===== config.mk =====
export PLATFORM = sky130hd
export DESIGN_NAME = eq_param_ctrl
export DESIGN_NICKNAME = d
export VERILOG_FILES = /design/src/rtl/eq_param_ctrl_pkg.sv /design/src/rtl/eq_param_ctrl_cfg_tx_reg.sv /design/src/rtl/eq_param_ctrl.sv
export SDC_FILE = /design/constraint.sdc
export NUM_CORES = 1
export LEC_CHECK = 0
export ABC_AREA = 1
export CAP_MARGIN = 40
export CORE_ASPECT_RATIO = 0.8
export CORE_UTILIZATION = 50
export CTS_BUF_LIST = sky130_fd_sc_hd__clkbuf_4 sky130_fd_sc_hd__clkbuf_8
export CTS_CLUSTER_DIAMETER = 100
export CTS_CLUSTER_SIZE = 16
export DETAILED_ROUTE_END_ITERATION = 16
export HOLD_SLACK_MARGIN = 0.12
export PLACE_DENSITY = 0.73
export REMOVE_ABC_BUFFERS = 1
export SLEW_MARGIN = 20
export SYNTH_ARGS = -nofsm -noshare
export SYNTH_HDL_FRONTEND = slang
export SYNTH_SLANG_ARGS = --single-unit

===== constraint.sdc =====
create_clock -name i_clk -period 8.3 [get_ports i_clk]
set_clock_uncertainty 0.2 [all_clocks]
set_input_delay 1.245 -clock i_clk [delete_from_list [all_inputs] [get_ports i_clk]]
set_output_delay 1.245 -clock i_clk [all_outputs]
set_load 0.02 [all_outputs]

===== src/rtl/eq_param_ctrl_pkg.sv =====
`default_nettype none
// +----------------------------------------------------------------------+
// | Package   : eq_pkg                                                   |
// | Function  : Shared types and helpers for the equaliser UI controller |
// |             (top FSM states, menu cursor values, saturating step).   |
// | Revision  : 1.0 - initial parametrised release                       |
// +----------------------------------------------------------------------+
package eq_pkg;

   // Top-level controller states; encodings are visible on o_state.
   typedef enum logic [2:0] {
      INIT       = 3'd0,
      IDLE       = 3'd1,
      MENU       = 3'd2,
      BAND_SEL   = 3'd3,
      SET_GAIN   = 3'd4,
      SET_OFFSET = 3'd5,
      RESET_DSP  = 3'd6,
      COMMIT     = 3'd7
   } state_e;

   // Menu cursor positions.
   typedef enum logic [1:0] {
      EQ     = 2'd0,
      OFFSET = 2'd1,
      RESET  = 2'd2
   } menu_e;

   // One +/-1 step of a signed value with saturation. The sum is formed one
   // bit wider than the operand so it can never wrap before clamping; the
   // caller narrows the result to its gain width (always in range).
   function automatic logic signed [31:0] sat_step(
      input logic signed [31:0] value,
      input logic               dir,      // 1 = increment, 0 = decrement
      input logic signed [31:0] min_v,
      input logic signed [31:0] max_v
   );
      logic signed [32:0] sum;
      if (dir) sum = 33'(value) + 33'sd1;
      else     sum = 33'(value) - 33'sd1;
      if (sum > 33'(max_v))      return max_v;
      else if (sum < 33'(min_v)) return min_v;
      else                       return sum[31:0];
   endfunction

endpackage
`default_nettype wire


===== src/rtl/eq_param_ctrl_cfg_tx_reg.sv =====
`default_nettype none
// +----------------------------------------------------------------------+
// | Module    : cfg_tx_reg                                               |
// | Function  : Valid/ready holding register for one config beat. A load |
// |             raises valid and captures the payload; both stay stable  |
// |             until the cycle ready is seen (the transfer).            |
// | Revision  : 1.0 - initial release                                    |
// +----------------------------------------------------------------------+
module cfg_tx_reg #(
   parameter int BAND_W = 3,
   parameter int GAIN_W = 16
) (
   input  logic              i_clk,
   input  logic              i_rst,
   input  logic              i_load,
   input  logic [BAND_W-1:0] i_band,
   input  logic [GAIN_W-1:0] i_gain,
   input  logic              i_ready,
   output logic              o_valid,
   output logic [BAND_W-1:0] o_band,
   output logic [GAIN_W-1:0] o_gain,
   output logic              o_done
);

   logic              r_valid;
   logic [BAND_W-1:0] r_band;
   logic [GAIN_W-1:0] r_gain;

   // Capture a beat on load; drop valid after the transfer cycle.
   always_ff @(posedge i_clk or posedge i_rst) begin
      if (i_rst) begin
         r_valid <= 1'b0;
         r_band  <= '0;
         r_gain  <= '0;
      end else if (i_load) begin
         r_valid <= 1'b1;
         r_band  <= i_band;
         r_gain  <= i_gain;
      end else if (r_valid && i_ready) begin
         r_valid <= 1'b0;
      end
   end

   assign o_valid = r_valid;
   assign o_band  = r_band;
   assign o_gain  = r_gain;
   assign o_done  = r_valid & i_ready;

endmodule
`default_nettype wire


===== src/rtl/eq_param_ctrl.sv =====
`default_nettype none
// +----------------------------------------------------------------------+
// | Module    : eq_param_ctrl                                            |
// | Function  : Equaliser UI controller. Menu FSM driven by button       |
// |             pulses, per-band signed gains with cancel, global offset |
// |             and a valid/ready config channel towards the DSP.        |
// | Options   : EQ_PARAM_CTRL_LIVE_PREVIEW_EN - send a config beat on    |
// |             every effective gain step and on cancel.                 |
// | Revision  : 1.0 - initial parametrised release                       |
// +----------------------------------------------------------------------+
module eq_param_ctrl
   import eq_pkg::*;
#(
   parameter  int N_BANDS    = 6,
   parameter  int GAIN_W     = 16,
   parameter  int GAIN_MAX   = 12,
   parameter  int GAIN_MIN   = -12,
   parameter  int OFFSET_W   = 3,
   parameter  int OFFSET_MAX = 3,
   localparam int BAND_W     = $clog2(N_BANDS)
) (
   input  logic                       i_clk,
   input  logic                       i_rst,
   input  logic                       i_init_done,
   input  logic                       i_select,
   input  logic                       i_back,
   input  logic                       i_up,
   input  logic                       i_down,
   input  logic                       i_cfg_ready,
   output logic                       o_init_start,
   output logic [2:0]                 o_state,
   output logic [1:0]                 o_menu,
   output logic [BAND_W-1:0]          o_band,
   output logic [GAIN_W-1:0]          o_gain,
   output logic [N_BANDS*GAIN_W-1:0]  o_gain_bus,
   output logic [OFFSET_W-1:0]        o_offset,
   output logic                       o_cfg_valid,
   output logic [BAND_W-1:0]          o_cfg_band,
   output logic [GAIN_W-1:0]          o_cfg_gain,
   output logic                       o_dsp_reset
);

   localparam logic [BAND_W-1:0]   c_band_last  = BAND_W'(N_BANDS - 1);
   localparam logic [OFFSET_W-1:0] c_offset_max = OFFSET_W'(OFFSET_MAX);

   state_e                    r_state,  w_state_nxt;
   menu_e                     r_menu,   w_menu_nxt;
   logic [BAND_W-1:0]         r_band,   w_band_nxt;
   logic [OFFSET_W-1:0]       r_offset, w_offset_nxt;
   logic signed [GAIN_W-1:0]  r_gain     [N_BANDS];
   logic signed [GAIN_W-1:0]  w_gain_nxt [N_BANDS];
   logic signed [GAIN_W-1:0]  r_backup, w_backup_nxt;
   logic signed [GAIN_W-1:0]  r_gain_sel;
   logic signed [GAIN_W-1:0]  w_step;
   logic                      r_init_start;
   logic                      r_dsp_reset;

   logic                      w_cfg_load;
   logic [BAND_W-1:0]         w_cfg_band_ld;
   logic [GAIN_W-1:0]         w_cfg_gain_ld;
   logic                      w_cfg_valid;
   logic                      w_cfg_done;

   // Selected band stepped by one in the direction of the winning button
   // (up beats down, so i_up alone picks the direction).
   assign w_step = GAIN_W'(sat_step(32'(r_gain[r_band]), i_up, GAIN_MIN, GAIN_MAX));

   // State, cursor, gains and offset register; derived outputs follow next-state.
   always_ff @(posedge i_clk or posedge i_rst) begin
      if (i_rst) begin
         r_state      <= INIT;
         r_menu       <= EQ;
         r_band       <= '0;
         r_offset     <= '0;
         r_backup     <= '0;
         r_gain_sel   <= '0;
         r_init_start <= 1'b1;
         r_dsp_reset  <= 1'b0;
         for (int k = 0; k < N_BANDS; k++) r_gain[k] <= '0;
      end else begin
         r_state      <= w_state_nxt;
         r_menu       <= w_menu_nxt;
         r_band       <= w_band_nxt;
         r_offset     <= w_offset_nxt;
         r_backup     <= w_backup_nxt;
         r_gain_sel   <= w_gain_nxt[w_band_nxt];
         r_init_start <= (w_state_nxt == INIT);
         r_dsp_reset  <= (w_state_nxt == RESET_DSP);
         r_gain       <= w_gain_nxt;
      end
   end

   // Next-state and data-path decisions; back > select > up > down.
   always_comb begin
      w_state_nxt   = r_state;
      w_menu_nxt    = r_menu;
      w_band_nxt    = r_band;
      w_offset_nxt  = r_offset;
      w_backup_nxt  = r_backup;
      w_gain_nxt    = r_gain;
      w_cfg_load    = 1'b0;
      w_cfg_band_ld = r_band;
      w_cfg_gain_ld = r_gain[r_band];

      case (r_state)
         INIT: begin
            if (i_init_done) w_state_nxt = IDLE;
         end
         IDLE: begin
            if (i_select) begin
               w_state_nxt = MENU;
               w_menu_nxt  = EQ;
            end
         end
         MENU: begin
            if (i_back) begin
               w_state_nxt = IDLE;
            end else if (i_select) begin
               case (r_menu)
                  EQ: begin
                     w_state_nxt = BAND_SEL;
                     w_band_nxt  = '0;
                  end
                  OFFSET: w_state_nxt = SET_OFFSET;
                  RESET: begin
                     // Clearing happens on entry so the pulse cycle already
                     // shows zeroed gains alongside o_dsp_reset.
                     w_state_nxt  = RESET_DSP;
                     w_offset_nxt = '0;
                     for (int k = 0; k < N_BANDS; k++) w_gain_nxt[k] = '0;
                  end
                  default: w_state_nxt = MENU;
               endcase
            end else if (i_up) begin
               if (r_menu != RESET) w_menu_nxt = menu_e'(r_menu + 2'd1);
            end else if (i_down) begin
               if (r_menu != EQ) w_menu_nxt = menu_e'(r_menu - 2'd1);
            end
         end
         BAND_SEL: begin
            if (i_back) begin
               w_state_nxt = MENU;
            end else if (i_select) begin
               w_state_nxt  = SET_GAIN;
               w_backup_nxt = r_gain[r_band];
            end else if (i_up) begin
               if (r_band != c_band_last) w_band_nxt = r_band + 1'b1;
            end else if (i_down) begin
               if (r_band != '0) w_band_nxt = r_band - 1'b1;
            end
         end
         SET_GAIN: begin
`ifdef EQ_PARAM_CTRL_LIVE_PREVIEW_EN
            // While a preview beat is in flight every button is held off so
            // the payload on the channel is never overwritten.
            if (!w_cfg_valid) begin
               if (i_back) begin
                  w_gain_nxt[r_band] = r_backup;
                  w_cfg_load         = 1'b1;
                  w_cfg_gain_ld      = r_backup;
                  w_state_nxt        = BAND_SEL;
               end else if (i_select) begin
                  w_state_nxt = COMMIT;
                  w_cfg_load  = 1'b1;
               end else if (i_up || i_down) begin
                  w_gain_nxt[r_band] = w_step;
                  if (w_step != r_gain[r_band]) begin
                     w_cfg_load    = 1'b1;
                     w_cfg_gain_ld = w_step;
                  end
               end
            end
`else
            if (i_back) begin
               w_gain_nxt[r_band] = r_backup;
               w_state_nxt        = BAND_SEL;
            end else if (i_select) begin
               w_state_nxt = COMMIT;
               w_cfg_load  = 1'b1;
            end else if (i_up || i_down) begin
               w_gain_nxt[r_band] = w_step;
            end
`endif
         end
         SET_OFFSET: begin
            if (i_back || i_select) begin
               w_state_nxt = MENU;
            end else if (i_up) begin
               if (r_offset != '0) w_offset_nxt = r_offset - 1'b1;
            end else if (i_down) begin
               if (r_offset != c_offset_max) w_offset_nxt = r_offset + 1'b1;
            end
         end
         RESET_DSP: begin
            w_state_nxt = MENU;
         end
         COMMIT: begin
            if (w_cfg_done) w_state_nxt = BAND_SEL;
         end
         default: w_state_nxt = INIT;
      endcase
   end

   cfg_tx_reg #(
      .BAND_W (BAND_W),
      .GAIN_W (GAIN_W)
   ) u_cfg_tx (
      .i_clk   (i_clk),
      .i_rst   (i_rst),
      .i_load  (w_cfg_load),
      .i_band  (w_cfg_band_ld),
      .i_gain  (w_cfg_gain_ld),
      .i_ready (i_cfg_ready),
      .o_valid (w_cfg_valid),
      .o_band  (o_cfg_band),
      .o_gain  (o_cfg_gain),
      .o_done  (w_cfg_done)
   );

   generate
      for (genvar k = 0; k < N_BANDS; k++) begin : g_bus
         assign o_gain_bus[k*GAIN_W +: GAIN_W] = r_gain[k];
      end
   endgenerate

   assign o_init_start = r_init_start;
   assign o_state      = r_state;
   assign o_menu       = r_menu;
   assign o_band       = r_band;
   assign o_gain       = r_gain_sel;
   assign o_offset     = r_offset;
   assign o_cfg_valid  = w_cfg_valid;
   assign o_dsp_reset  = r_dsp_reset;

endmodule
`default_nettype wire


# Yosys cells after proc, flatten, opt, wreduce, memory -nomap -nowiden

Cells that the tools add are included.

Register bits: 161
Input bits: 8
Output and inout port bits: 145
Logic and storage cells: 139

$add $sub $neg: 8
$lt $le $gt $ge: 5
Equality and inequality tests: 25
Multiplexer cells: 64
Bitwise operators: 4
Reductions and logical operators: 16

Operators with widths:

| cell                    | number |
|---|---|
| $mux W96                | 6 |
| $bwmux W96              | 2 |
| $pmux W96 S2            | 1 |
| $mux W16                | 7 |
| $bmux W16 S3            | 2 |
| $mux W3                 | 27 |
| $demux W16 S3           | 1 |
| $gt A33 B5 Y1 const B   | 1 |
| $lt A33 B5 Y1 const B   | 1 |
| $mux W33                | 1 |
| $pmux W3 S8             | 1 |
| $ne A3 B3 Y1 const B    | 7 |
| $add A16 B2 Y17 const B | 1 |
| $sub A16 B2 Y17 const B | 1 |
| $eq A3 B3 Y1 const B    | 5 |
| $mux W2                 | 7 |
| $ne A2 B2 Y1 const B    | 6 |
| $pmux W3 S2             | 2 |
| $pmux W3 S3             | 1 |
| $ge A4 B4 Y1 const B    | 2 |
| $not A3 Y4              | 2 |
| $reduce_and A8 Y1       | 1 |
| $reduce_bool A2 Y1      | 4 |
| $reduce_and A7 Y1       | 1 |
| other kinds (21)        | 32 |

# Depth between registers and ports, before layout

Gate-level depths: netlist of run 1.

Depth in word-level cells: 17
Gate-level depth with buffers: 35
Depth with buffers taken out: 33

# By module

Synthesis of run 1 repeated with hierarchy kept, for this count alone.

Cell total of the unflattened synthesis: 1751
Area, all modules: 11883.9 um2

By module, submodules not included:

| module        | instances | cells each | area an instance (um2) | sequential area each (um2) |
|---|---|---|---|---|
| eq_param_ctrl | 1         | 1663       | 11094.4                | 3529.6 |
| cfg_tx_reg    | 1         | 88         | 789.5                  | 500.5 |

# Worst setup path before layout of run 1

Ideal clock, no wire load.

Path type: reg2reg
Start: register r_band[1] (netlist: o_band[1])
End: register r_gain_sel[6] (netlist: o_gain[6])
Setup time: 83 ps
Data arrival time: 4170 ps
Data required time: 8017 ps
Path slack: 3847 ps
Stages on the path, launching flop included: 30
Buffers on the path: 3
Clock period less this slack: 4453 ps
Path through: dfrtp_1 -> inv_1 -> nor2_1 -> nand2_1 -> clkbuf_1 -> inv_1 -> clkbuf_1 -> nand2_1 -> o21ai_0 -> a221oi_1 -> o221ai_1 -> fa_1 -> nand2_1 -> nand3_1 -> nand3_1 -> nand2_1 -> nand3_1 -> nand2_1 -> nand2_1 -> nand2_1 -> o21ai_2 -> clkbuf_8 -> inv_1 -> nor2_2 -> inv_1 -> a211oi_1 -> a21oi_1 -> a21oi_1 -> o21ai_0 -> o21ai_0

Longest elaborated chain between the ends: 17
Elaborated cells on any way between the ends: 40
Classes of those cells: 4 x add/sub; 4 x order compare; 1 x eq/ne; 27 x mux; 2 x bitwise; 2 x reduce/logical

Ends and longest elaborated chain:

| element                                                   | RTL line                                         | source |
|---|---|---|
| start: declaration                                        | eq_param_ctrl.sv:48                              | `logic [BAND_W-1:0] r_band, w_band_nxt;` |
| start signal: assignment                                  | eq_param_ctrl.sv:83                              | `r_band <= w_band_nxt;` |
| $not A3 Y4 (*)                                            | n/a                                              |  |
| $bmux W16 S3 (*)                                          | n/a                                              |  |
| $mux W16 (*) (2 in series)                                | n/a                                              |  |
| named net u_cfg_tx.i_gain[1]                              | eq_param_ctrl_cfg_tx_reg.sv:17                   | `input logic [GAIN_W-1:0] i_gain,` |
| $sub A16 B2 Y17 / $add A16 B2 Y17 (equally long branches) | eq_param_ctrl_pkg.sv:40, eq_param_ctrl_pkg.sv:39 |  |
| $mux W33 (*)                                              | eq_param_ctrl_pkg.sv:39                          | `if (dir) sum = 33'(value) + 33'sd1;` |
| $lt A33 B5 Y1                                             | eq_param_ctrl_pkg.sv:42                          | `else if (sum < 33'(min_v)) return min_v;` |
| $mux W16                                                  | eq_param_ctrl_pkg.sv:42                          |  |
| $mux W16 (*)                                              | eq_param_ctrl_pkg.sv:41                          | `if (sum > 33'(max_v)) return max_v;` |
| $bwmux W96 (*)                                            | eq_param_ctrl.sv:181                             | `w_gain_nxt[r_band] = w_step;` |
| $mux W96 (*)                                              | eq_param_ctrl.sv:180                             | `end else if (i_up \|\| i_down) begin` |
| $mux W96 (*)                                              | eq_param_ctrl.sv:177                             | `end else if (i_select) begin` |
| $mux W96 (*)                                              | eq_param_ctrl.sv:174                             | `if (i_back) begin` |
| $pmux W96 S2 (*)                                          | eq_param_ctrl.sv:105                             | `case (r_state)` |
| $bmux W16 S3 (*)                                          | eq_param_ctrl.sv:86                              | `r_gain_sel <= w_gain_nxt[w_band_nxt];` |
| $mux W16 (implied by the code) (*) (2 in series)          | eq_param_ctrl.sv:86                              |  |
| end signal: assignment                                    | eq_param_ctrl.sv:86                              |  |
| end: declaration                                          | eq_param_ctrl.sv:53                              | `logic signed [GAIN_W-1:0] r_gain_sel;` |

The timed path passes the listed nets; every way through them passes the cells marked *. The select of a mux whose other input is x is not followed.
A chain may end at the register's enable or synchronous reset.

# Final worst setup path of run 1

Start: register r_band[0] (netlist: o_band[0])
End: register r_gain_sel[5] (netlist: o_gain[5])

The elaborated chain is that of the path after synthesis.

==> report_table.html, run 1 <==
<table>
<tr><th>Metric</th><th>Value</th></tr>
<tr><th colspan="2">Finish</th></tr>
<tr><td>Combined flip-flop and latch cell area</td><td>0.004030 mm2</td></tr>
<tr><td>Leading cell types in the layout, fill and taps excluded</td><td>sky130_fd_sc_hd__nand2_1, sky130_fd_sc_hd__o21ai_0, sky130_fd_sc_hd__inv_1, sky130_fd_sc_hd__dfrtp_1, sky130_fd_sc_hd__clkdlybuf4s50_1</td></tr>
<tr><td>Number of nets in the layout</td><td>1866</td></tr>
<tr><td>Number of diodes</td><td>0</td></tr>
<tr><td>Fill cell instance count of the final layout</td><td>2095</td></tr>
<tr><td>Layout overhead on the synthesized area</td><td>18.99%</td></tr>
<tr><td>Most common cell after layout, fill and taps aside</td><td>sky130_fd_sc_hd__nand2_1</td></tr>
<tr><td>Filler-free cell count of the finished design</td><td>2151</td></tr>
<tr><td>Multi-input gate area</td><td>0.006585 mm2</td></tr>
<tr><td>Fraction of layout cells with a size suffix above 1</td><td>0.06721</td></tr>
<tr><th colspan="2">Clock tree</th></tr>
<tr><td>H-tree levels</td><td>4</td></tr>
<tr><td>Clock tree from TritonCTS</td><td>built</td></tr>
<tr><td>Number of gates resized after cts</td><td>0</td></tr>
<tr><td>Total CTS buffers</td><td>17</td></tr>
<tr><td>Max Buffers Root-to-Sink</td><td>2</td></tr>
<tr><td>Clock latency on the worst-skew pair</td><td>490 ps</td></tr>
<tr><td>Clock root buffer master</td><td>sky130_fd_sc_hd__clkbuf_8</td></tr>
<tr><td>Number of buffers inserted by post-CTS setup repair</td><td>0</td></tr>
<tr><td>CTS Sinks</td><td>161</td></tr>
<tr><td>Number of hold buffers added after CTS</td><td>0</td></tr>
<tr><td>Clock-pin slew on the worst setup and hold paths</td><td>110 ps</td></tr>
<tr><th colspan="2">STA</th></tr>
<tr><td>Setup violators final</td><td>0</td></tr>
<tr><td>Max Clock Freq</td><td>176.7 MHz</td></tr>
<tr><td>Unrepaired setup endpoints after global routing</td><td>false</td></tr>
<tr><td>Number of pins exceeding their max-slew limit in the final report</td><td>0</td></tr>
<tr><td>Worst max-slew margin expressed relative to the limit</td><td>0.4106</td></tr>
<tr><td>Worst-Margin Slew</td><td>884.0 ps</td></tr>
<tr><td>Portion of the clock cycle consumed by the worst path in the final layout</td><td>0.6819</td></tr>
<tr><td>Final Hold Fails</td><td>0</td></tr>
<tr><td>Total negative slack for setup checks</td><td>0 ps</td></tr>
<tr><td>Minimum clock period</td><td>5660 ps</td></tr>
<tr><th colspan="2">Die</th></tr>
<tr><td>Initial core utilization</td><td>0.5154</td></tr>
<tr><td>Core area</td><td>0.02275 mm2</td></tr>
<tr><td>Area of the die</td><td>0.02407 mm2</td></tr>
<tr><td>Total number of placement rows</td><td>49</td></tr>
<tr><td>Horizontal extent of the die</td><td>173.2 um</td></tr>
<tr><td>Die span in y</td><td>139.0 um</td></tr>
<tr><td>I/O pin count</td><td>153</td></tr>
<tr><th colspan="2">Synth</th></tr>
<tr><td>Post-Syn Instances</td><td>1726</td></tr>
<tr><td>Primary FF master, synth</td><td>sky130_fd_sc_hd__dfrtp_1</td></tr>
<tr><td>Synth unique cells</td><td>53</td></tr>
<tr><td>Mean instance size in the synthesized netlist</td><td>6.792 um2</td></tr>
<tr><td>Share of the synthesized netlist area taken by xor and xnor gates</td><td>0.004482</td></tr>
<tr><td>Share of the synthesized area in the top cell type</td><td>0.3415</td></tr>
<tr><td>Count of yosys warnings during synthesis</td><td>0</td></tr>
<tr><td>Number of enable flip-flop cells after synthesis</td><td>0</td></tr>
<tr><td>Fraction of the mapped netlist area in compound gates</td><td>0.2878</td></tr>
<tr><td>Cell Area, Synth</td><td>0.01172 mm2</td></tr>
<tr><td>Top post-synthesis cells by area</td><td>sky130_fd_sc_hd__dfrtp_1, sky130_fd_sc_hd__o21ai_0, sky130_fd_sc_hd__nand2_1, sky130_fd_sc_hd__a21oi_1, sky130_fd_sc_hd__inv_1</td></tr>
<tr><td>Cell accounting for the most synthesized area</td><td>sky130_fd_sc_hd__dfrtp_1</td></tr>
<tr><td>Share of synthesized area spent on multiplexers</td><td>0.001921</td></tr>
<tr><td>Area fraction in and, or, nand and nor cells after synthesis</td><td>0.2353</td></tr>
<tr><td>Combinational family with the most area after synthesis</td><td>compound AO/OA/AOI/OAI gates</td></tr>
<tr><td>Register area share after synthesis</td><td>0.3438</td></tr>
<tr><td>Post-synthesis register bit count</td><td>161</td></tr>
<tr><td>Async set or reset register ratio after synthesis</td><td>1.000</td></tr>
<tr><td>Fraction of the mapped netlist area in adder cells</td><td>0.02903</td></tr>
<tr><th colspan="2">Power</th></tr>
<tr><td>Power per standard cell area</td><td>428.6 mW/mm2</td></tr>
<tr><td>Clock group share of total power</td><td>0.104</td></tr>
<tr><td>Power share of the sequential group</td><td>0.252</td></tr>
<tr><td>Internal power summed over all cells</td><td>2719 uW</td></tr>
<tr><td>P_leak</td><td>0.006182 uW</td></tr>
<tr><td>NetSw</td><td>3259 uW</td></tr>
<tr><td>Total power consumption of the routed design</td><td>5979 uW</td></tr>
<tr><td>Worst voltage drop across the vdd grid</td><td>0.2432 mV</td></tr>
<tr><td>Portion of total power attributed to combinational logic</td><td>0.644</td></tr>
<tr><td>Proportion of total power due to net switching</td><td>0.5452</td></tr>
<tr><th colspan="2">Global routing</th></tr>
<tr><td>Largest net degree at the start of global routing</td><td>74</td></tr>
<tr><td>Wire length of the first global-routing pass</td><td>69950 um</td></tr>
<tr><td>Via count of the first global-routing pass</td><td>12200</td></tr>
<tr><td>Number of antenna violations at the first check in global routing</td><td>1</td></tr>
<tr><td>Sum of overflow across all layers after global routing</td><td>0</td></tr>
<tr><td>Tot GR Track Use</td><td>0.3747</td></tr>
<tr><th colspan="2">Setup path</th></tr>
<tr><td>Slowest library cell on the worst path</td><td>sky130_fd_sc_hd__dfrtp_1</td></tr>
<tr><td>Crit end category</td><td>flop</td></tr>
<tr><td>Peak fanout along the critical path</td><td>21</td></tr>
<tr><td>Critical path type</td><td>reg -&gt; reg</td></tr>
<tr><td>Required time at the worst-slack endpoint</td><td>8510 ps</td></tr>
<tr><td>Peak per-stage delay on the critical path</td><td>560 ps</td></tr>
<tr><td>Worst setup SP type</td><td>flop</td></tr>
<tr><td>Buffering stage count on the worst path with inverters included</td><td>7</td></tr>
<tr><td>Data arrival at the endpoint of the critical path</td><td>5870 ps</td></tr>
<tr><td>Category of cells accounting for the largest share of critical-path delay</td><td>compound AO/OA/AOI/OAI gates</td></tr>
<tr><td>Critical path's most frequent cell</td><td>sky130_fd_sc_hd__a21oi_1</td></tr>
<tr><th colspan="2">Route</th></tr>
<tr><td>Detailed Route WL</td><td>45610 um</td></tr>
<tr><td>DRC marker count from the first detailed-route iteration</td><td>2026</td></tr>
<tr><td>Via count</td><td>13450</td></tr>
<tr><td>Drt pass-1 iters</td><td>6</td></tr>
<tr><td>Mean number of vias per cell</td><td>6.253</td></tr>
<tr><td>Antenna violation net count after detailed routing</td><td>0</td></tr>
<tr><td>Routed length per instance</td><td>21.20 um</td></tr>
<tr><td>DRC</td><td>0</td></tr>
<tr><th colspan="2">Placement</th></tr>
<tr><td>DPL Wire Length</td><td>29900 um</td></tr>
<tr><td>Number of input and output port buffers inserted</td><td>152</td></tr>
<tr><td>Number of instances in the placed design</td><td>2117</td></tr>
<tr><td>Gp weighted congestion</td><td>0.9031</td></tr>
<tr><th colspan="2">Job</th></tr>
<tr><td>Max-cap violations</td><td>0</td></tr>
<tr><th colspan="2">Min path</th></tr>
<tr><td>Class of the tightest hold or removal check</td><td>reg -&gt; reg</td></tr>
<tr><th colspan="2">Outcome</th></tr>
<tr><td>Outcome</td><td>finished clean</td></tr>
</table>
## sequential cells by signal, indices dropped and copies added, names as in the netlist
name and count:
o_gain_bus 96, o_gain 16, r_backup 16, u_cfg_tx.o_gain 16, o_band 3, o_offset 3
o_state 3, u_cfg_tx.o_band 3, o_menu 2, o_dsp_reset 1, o_init_start 1, u_cfg_tx.o_valid 1
## layer usage
layer,wire length (um),global-route usage
met5,0,0
met2,18730,0.5376
met1,18790,0.5258
met3,5935,0.09649
met4,2148,0.1756
## final cells by class
type / count / area share
Clock inverter: 13 / 0.009956
Multi-Input combinational cell: 1291 / 0.4721
Inverter: 172 / 0.04718
Sequential cell: 161 / 0.2889
Tap cell: 306 / 0.02745
Timing Repair Buffer: 189 / 0.1357
Clock buffer: 19 / 0.01875
## power by group through the flow
stage	sequential (uW)	combinational, uW	clock [uW]
4_1_cts	1490	3750	616
5_1_grt	1540	4130	645
2_1_floorplan	1740	1870	0
6_report	1510	3850	619
3_3_place_gp	1500	3640	0
3_5_place_dp	1500	3720	0
## logic make-up after synthesis
family          Yosys count
fa+ha+maj                26
mux                       2
buf+inv                 274
xor+xnor                  6
flops                   161
simple gates            655
compound gates          602
## worst paths after layout
path / start / endpoint / slack [ps] / cells after the start
worst max-delay path: o_band[0]$_DFF_PP0_ / o_gain[5]$_DFF_PP0_ / 2640 / 25
worst min-delay path: u_cfg_tx.o_gain[8]$_DFFE_PP0P_ / u_cfg_tx.o_gain[8]$_DFFE_PP0P_ / 280 / 2
worst max register to register: o_band[0]$_DFF_PP0_ / o_gain[5]$_DFF_PP0_ / 2640 / 25
worst min register to register: u_cfg_tx.o_gain[8]$_DFFE_PP0P_ / u_cfg_tx.o_gain[8]$_DFFE_PP0P_ / 280 / 2
max in group asynchronous: i_rst / o_gain_bus[36]$_DFF_PP0_ / 5960 / 4
min in group asynchronous: i_rst / o_gain[15]$_DFF_PP0_ / 920 / 2
## tightest hold or removal path: cells and delay by family (launching register included)
kind	cells	cell delay [ps]
DFF	1	350
and+or+nand+nor	2	100
## cells in the mapped netlist, types with 9 or more instances
cell                         n
sky130_fd_sc_hd__nand2_1   402
sky130_fd_sc_hd__a221oi_1   11
sky130_fd_sc_hd__nor2_2      9
sky130_fd_sc_hd__o221ai_1   19
sky130_fd_sc_hd__o31ai_1    11
sky130_fd_sc_hd__nor2_1    105
sky130_fd_sc_hd__nand3_1    95
sky130_fd_sc_hd__o21ai_1    19
sky130_fd_sc_hd__nand2_2     9
sky130_fd_sc_hd__inv_1     161
sky130_fd_sc_hd__clkbuf_8    9
sky130_fd_sc_hd__ha_1       24
sky130_fd_sc_hd__o211ai_1   33
sky130_fd_sc_hd__o21ai_0   312
sky130_fd_sc_hd__a211oi_1   13
sky130_fd_sc_hd__buf_2       9
sky130_fd_sc_hd__clkbuf_1   78
sky130_fd_sc_hd__a21oi_1   143
sky130_fd_sc_hd__dfrtp_1   160
sky130_fd_sc_hd__o22ai_1    16
## stage by stage
step	util	hold WS, ps	area, um2	setup WS, ps
6_report	0.6133	284.4	13950	2640
5_1_grt	0.6133	321.6	13950	2176
3_5_place_dp	0.5945	265.0	13520	2455
3_3_place_gp	0.5885	262.1	13390	2295
2_1_floorplan	-	350.0	11230	2508
4_1_cts	0.6121	292.3	13920	2729
Power figures use the tool's default switching activity.
==> run 2, diff against run 1 <==
- PLACE_DENSITY: 0.73 -> 0.76
- clock period: 8.3 -> 5.1 ns (I/O delays scaled with it)
==> run 2 against run 1 <==
  * Via count is 4.0% higher
  * Global-route usage is 1.4 points higher
  * Critical path depth is 4 higher
  * Setup slack worse by 2500 ps
  * Clock-buffer cell count is 1 lower
  * Largest cell class unchanged
  * Largest power group unchanged
==> report_table.html, run 2 (synthesized netlist as in run 1, its figures left out) <==
<table>
<tr><th>Metric</th><th>Value</th></tr>
<tr><th colspan="2">Outcome</th></tr>
<tr><td>Outcome</td><td>finished clean</td></tr>
<tr><th colspan="2">Die</th></tr>
<tr><td>Total number of placement rows</td><td>49 (unchanged)</td></tr>
<tr><td>Core area</td><td>0.02275 mm2 (unchanged)</td></tr>
<tr><td>Die span in y</td><td>139.0 um (unchanged)</td></tr>
<tr><td>Initial core utilization</td><td>0.5154 (unchanged)</td></tr>
<tr><td>I/O pin count</td><td>153 (unchanged)</td></tr>
<tr><td>Horizontal extent of the die</td><td>173.2 um (unchanged)</td></tr>
<tr><td>Area of the die</td><td>0.02407 mm2 (unchanged)</td></tr>
<tr><th colspan="2">Finish</th></tr>
<tr><td>Number of nets in the layout</td><td>1910 (+2.4%)</td></tr>
<tr><td>Most common cell after layout, fill and taps aside</td><td>sky130_fd_sc_hd__nand2_1</td></tr>
<tr><td>Leading cell types in the layout, fill and taps excluded</td><td>sky130_fd_sc_hd__nand2_1, sky130_fd_sc_hd__o21ai_0, sky130_fd_sc_hd__dfrtp_1, sky130_fd_sc_hd__inv_1, sky130_fd_sc_hd__clkdlybuf4s50_1</td></tr>
<tr><td>Layout overhead on the synthesized area</td><td>22.19%</td></tr>
<tr><td>Fraction of layout cells with a size suffix above 1</td><td>0.09534 (+0.02813)</td></tr>
<tr><td>Number of diodes</td><td>0 (unchanged)</td></tr>
<tr><td>Post-layout util</td><td>0.6298 (+0.01650)</td></tr>
<tr><td>Number of flip-flops in the largest register</td><td>96 (unchanged)</td></tr>
<tr><th colspan="2">Power</th></tr>
<tr><td>NetSw</td><td>5449 uW (+67%)</td></tr>
<tr><td>Proportion of total power due to net switching</td><td>0.5394 (-0.005796)</td></tr>
<tr><td>Clock group share of total power</td><td>0.105 (about the same)</td></tr>
<tr><td>P_leak</td><td>0.006403 uW (+3.6%)</td></tr>
<tr><td>Power share of the sequential group</td><td>0.243 (-0.009)</td></tr>
<tr><td>Total power consumption of the routed design</td><td>10100 uW (+69%)</td></tr>
<tr><td>Portion of total power attributed to combinational logic</td><td>0.652 (+0.008)</td></tr>
<tr><td>Internal power summed over all cells</td><td>4653 uW (+71%)</td></tr>
<tr><td>Worst voltage drop across the vdd grid</td><td>0.3701 mV (+52%)</td></tr>
<tr><td>Power per standard cell area</td><td>705.2 mW/mm2 (+65%)</td></tr>
<tr><th colspan="2">Clock tree</th></tr>
<tr><td>Clock root buffer master</td><td>sky130_fd_sc_hd__clkbuf_8</td></tr>
<tr><td>Clock latency on the worst-skew pair</td><td>480 ps (about the same)</td></tr>
<tr><td>Number of hold buffers added after CTS</td><td>0 (unchanged)</td></tr>
<tr><td>Clock-pin slew on the worst setup and hold paths</td><td>100 ps (about the same)</td></tr>
<tr><td>Clock tree from TritonCTS</td><td>built</td></tr>
<tr><td>CTS Sinks</td><td>161 (unchanged)</td></tr>
<tr><td>Max Buffers Root-to-Sink</td><td>2 (unchanged)</td></tr>
<tr><td>H-tree levels</td><td>4 (unchanged)</td></tr>
<tr><td>Total CTS buffers</td><td>17 (unchanged)</td></tr>
<tr><th colspan="2">STA</th></tr>
<tr><td>Worst max-slew margin expressed relative to the limit</td><td>0.4204 (+0.009810)</td></tr>
<tr><td>Worst-Margin Slew</td><td>869.3 ps (-14.71 ps)</td></tr>
<tr><td>Minimum clock period</td><td>5009 ps (-651.1 ps)</td></tr>
<tr><td>Final Hold Fails</td><td>0 (unchanged)</td></tr>
<tr><td>Setup violators final</td><td>0 (unchanged)</td></tr>
<tr><td>Max Clock Freq</td><td>199.7 MHz (+13%)</td></tr>
<tr><td>Portion of the clock cycle consumed by the worst path in the final layout</td><td>0.9821 (+0.3002)</td></tr>
<tr><td>Number of pins exceeding their max-slew limit in the final report</td><td>0 (unchanged)</td></tr>
<tr><th colspan="2">Setup path</th></tr>
<tr><td>Required time at the worst-slack endpoint</td><td>5270 ps (-3240 ps)</td></tr>
<tr><td>Depth of the worst register-to-register path</td><td>29 (+16%)</td></tr>
<tr><td>Data arrival at the endpoint of the critical path</td><td>5180 ps (-690 ps)</td></tr>
<tr><td>Reg2Reg Launch Point</td><td>o_band[2]$_DFF_PP0_</td></tr>
<tr><td>Slowest library cell on the worst path</td><td>sky130_fd_sc_hd__dfrtp_1</td></tr>
<tr><td>Endpoint of the most critical register-to-register path</td><td>o_gain[2]$_DFF_PP0_</td></tr>
<tr><td>Worst setup SP type</td><td>flop</td></tr>
<tr><td>Critical path type</td><td>reg -&gt; reg</td></tr>
<tr><td>Setup slack of the most critical reg-to-reg path</td><td>90 ps (-2550 ps)</td></tr>
<tr><td>Peak fanout along the critical path</td><td>14 (-33%)</td></tr>
<tr><td>Crit end category</td><td>flop</td></tr>
<tr><td>Critical path's most frequent cell</td><td>sky130_fd_sc_hd__nand2_1</td></tr>
<tr><td>Peak per-stage delay on the critical path</td><td>490 ps (-70 ps)</td></tr>
<tr><th colspan="2">Global routing</th></tr>
<tr><td>Sum of overflow across all layers after global routing</td><td>0 (unchanged)</td></tr>
<tr><td>Number of antenna violations at the first check in global routing</td><td>0 (-1)</td></tr>
<tr><td>Largest net degree at the start of global routing</td><td>82 (+11%)</td></tr>
<tr><td>Wire length of the first global-routing pass</td><td>72660 um (+3.9%)</td></tr>
<tr><td>Via count of the first global-routing pass</td><td>12740 (+4.5%)</td></tr>
<tr><td>Tot GR Track Use</td><td>0.3888 (+0.01409)</td></tr>
<tr><th colspan="2">Placement</th></tr>
<tr><td>DPL Wire Length</td><td>31790 um (+6.3%)</td></tr>
<tr><td>Number of input and output port buffers inserted</td><td>152 (unchanged)</td></tr>
<tr><td>Gp weighted congestion</td><td>0.9688 (+7.3%)</td></tr>
<tr><th colspan="2">Job</th></tr>
<tr><td>Max-cap violations</td><td>0 (unchanged)</td></tr>
<tr><th colspan="2">Min path</th></tr>
<tr><td>Cell depth of the worst min-delay path</td><td>2 (unchanged)</td></tr>
<tr><td>Capture endpoint of the worst hold path</td><td>u_cfg_tx.o_gain[6]$_DFFE_PP0P_</td></tr>
<tr><td>Class of the tightest hold or removal check</td><td>reg -&gt; reg</td></tr>
<tr><td>Critical hold path startpoint</td><td>u_cfg_tx.o_gain[6]$_DFFE_PP0P_</td></tr>
<tr><th colspan="2">Route</th></tr>
<tr><td>Mean number of vias per cell</td><td>6.376 (+2.0%)</td></tr>
<tr><td>Via count</td><td>13990 (+4.0%)</td></tr>
<tr><td>Routed length per instance</td><td>21.76 um (+2.6%)</td></tr>
<tr><td>Detailed Route WL</td><td>47740 um (+4.7%)</td></tr>
<tr><td>DRC</td><td>0 (unchanged)</td></tr>
<tr><td>DRC marker count from the first detailed-route iteration</td><td>2509 (+24%)</td></tr>
<tr><td>Drt pass-1 iters</td><td>7 (+1)</td></tr>
<tr><td>Antenna violation net count after detailed routing</td><td>0 (unchanged)</td></tr>
</table>
-- run 2: cell types whose count changed in the layout (fill, tap and decap cells not counted), moves of 3 or more --
cell	delta
sky130_fd_sc_hd__buf_4	+44
sky130_fd_sc_hd__o221ai_2	+4
sky130_fd_sc_hd__inv_1	-3
sky130_fd_sc_hd__o221ai_1	-4
-- run 2: metrics by stage --
| step | setup TNS (ps) | cell area [um2] | cells | worst slack [ps] | hold WS, ps |
|---|---|---|---|---|---|
| CTS | 0 | 14230 | 2189 | 151.2 | 290.2 |
| floorplan | -33860 | 11230 | 1624 | -211.6 | 350.0 |
| global placement | 0 | 13760 | 2156 | 215.9 | 264.6 |
| detailed placement | 0 | 13810 | 2158 | 161.3 | 265.3 |
| global route | -7.153 | 14330 | 2194 | -7.153 | 310.6 |
| finish | 0 | 14330 | 2194 | 91.28 | 284.1 |
-- run 2: layout make-up --
| cell class | count | area (um2) |
|---|---|---|
| clock buffer | 18 | 241.5 |
| clock inverter | 13 | 176.4 |
| fill | 2047 | 8421 |
| inverter | 172 | 660.6 |
| multi-input combinational | 1291 | 6628 |
| sequential | 161 | 4031 |
| tap | 306 | 382.9 |
| timing repair buffer | 233 | 2205 |
-- run 2: layer usage --
metal	global-route usage	vias to the layer above	wire (um)
met5	0	-	0
met4	0.2068	0	2635
met3	0.1157	236	7024
met2	0.5533	1178	19500
met1	0.5304	6395	18580
li1	-	6181	-
-- run 2: worst max-delay path by stage --
| stage | endpoint | startpoint | cells past startpoint |
|---|---|---|---|
| after floorplan | o_band[0]$_DFF_PP0_ | i_rst | 1 |
| after global placement | o_gain[2]$_DFF_PP0_ | o_band[0]$_DFF_PP0_ | 26 |
| after detailed placement | o_gain[2]$_DFF_PP0_ | o_band[0]$_DFF_PP0_ | 26 |
| final | o_gain[2]$_DFF_PP0_ | o_band[2]$_DFF_PP0_ | 29 |
| after global routing | o_gain[5]$_DFF_PP0_ | o_band[1]$_DFF_PP0_ | 28 |
| after CTS | o_gain[2]$_DFF_PP0_ | o_band[0]$_DFF_PP0_ | 26 |
-- run 2: critical path, delay by kind of cell, from the launching register on --
| family | cells | cell delay (ps) |
|---|---|---|
| simple gates | 21 | 2370 |
| fa+ha+maj | 1 | 430 |
| flops | 1 | 490 |
| compound gates | 3 | 700 |
| buf+inv | 4 | 690 |
-- run 2: what timing repair did --
action,in CTS,in global routing
gates resized for setup,0,16
setup buffers,0,5
setup endpoints to repair,0,21
-- run 2: power groups by stage --
stage / Clock, uW / Combinational (uW) / Sequential (uW)
3_5_place_dp: 0 / 6260 / 2440
6_report: 1060 / 6590 / 2450
5_1_grt: 1110 / 7000 / 2500
2_1_floorplan: 0 / 3040 / 2830
4_1_cts: 1060 / 6300 / 2420
3_3_place_gp: 0 / 6170 / 2430
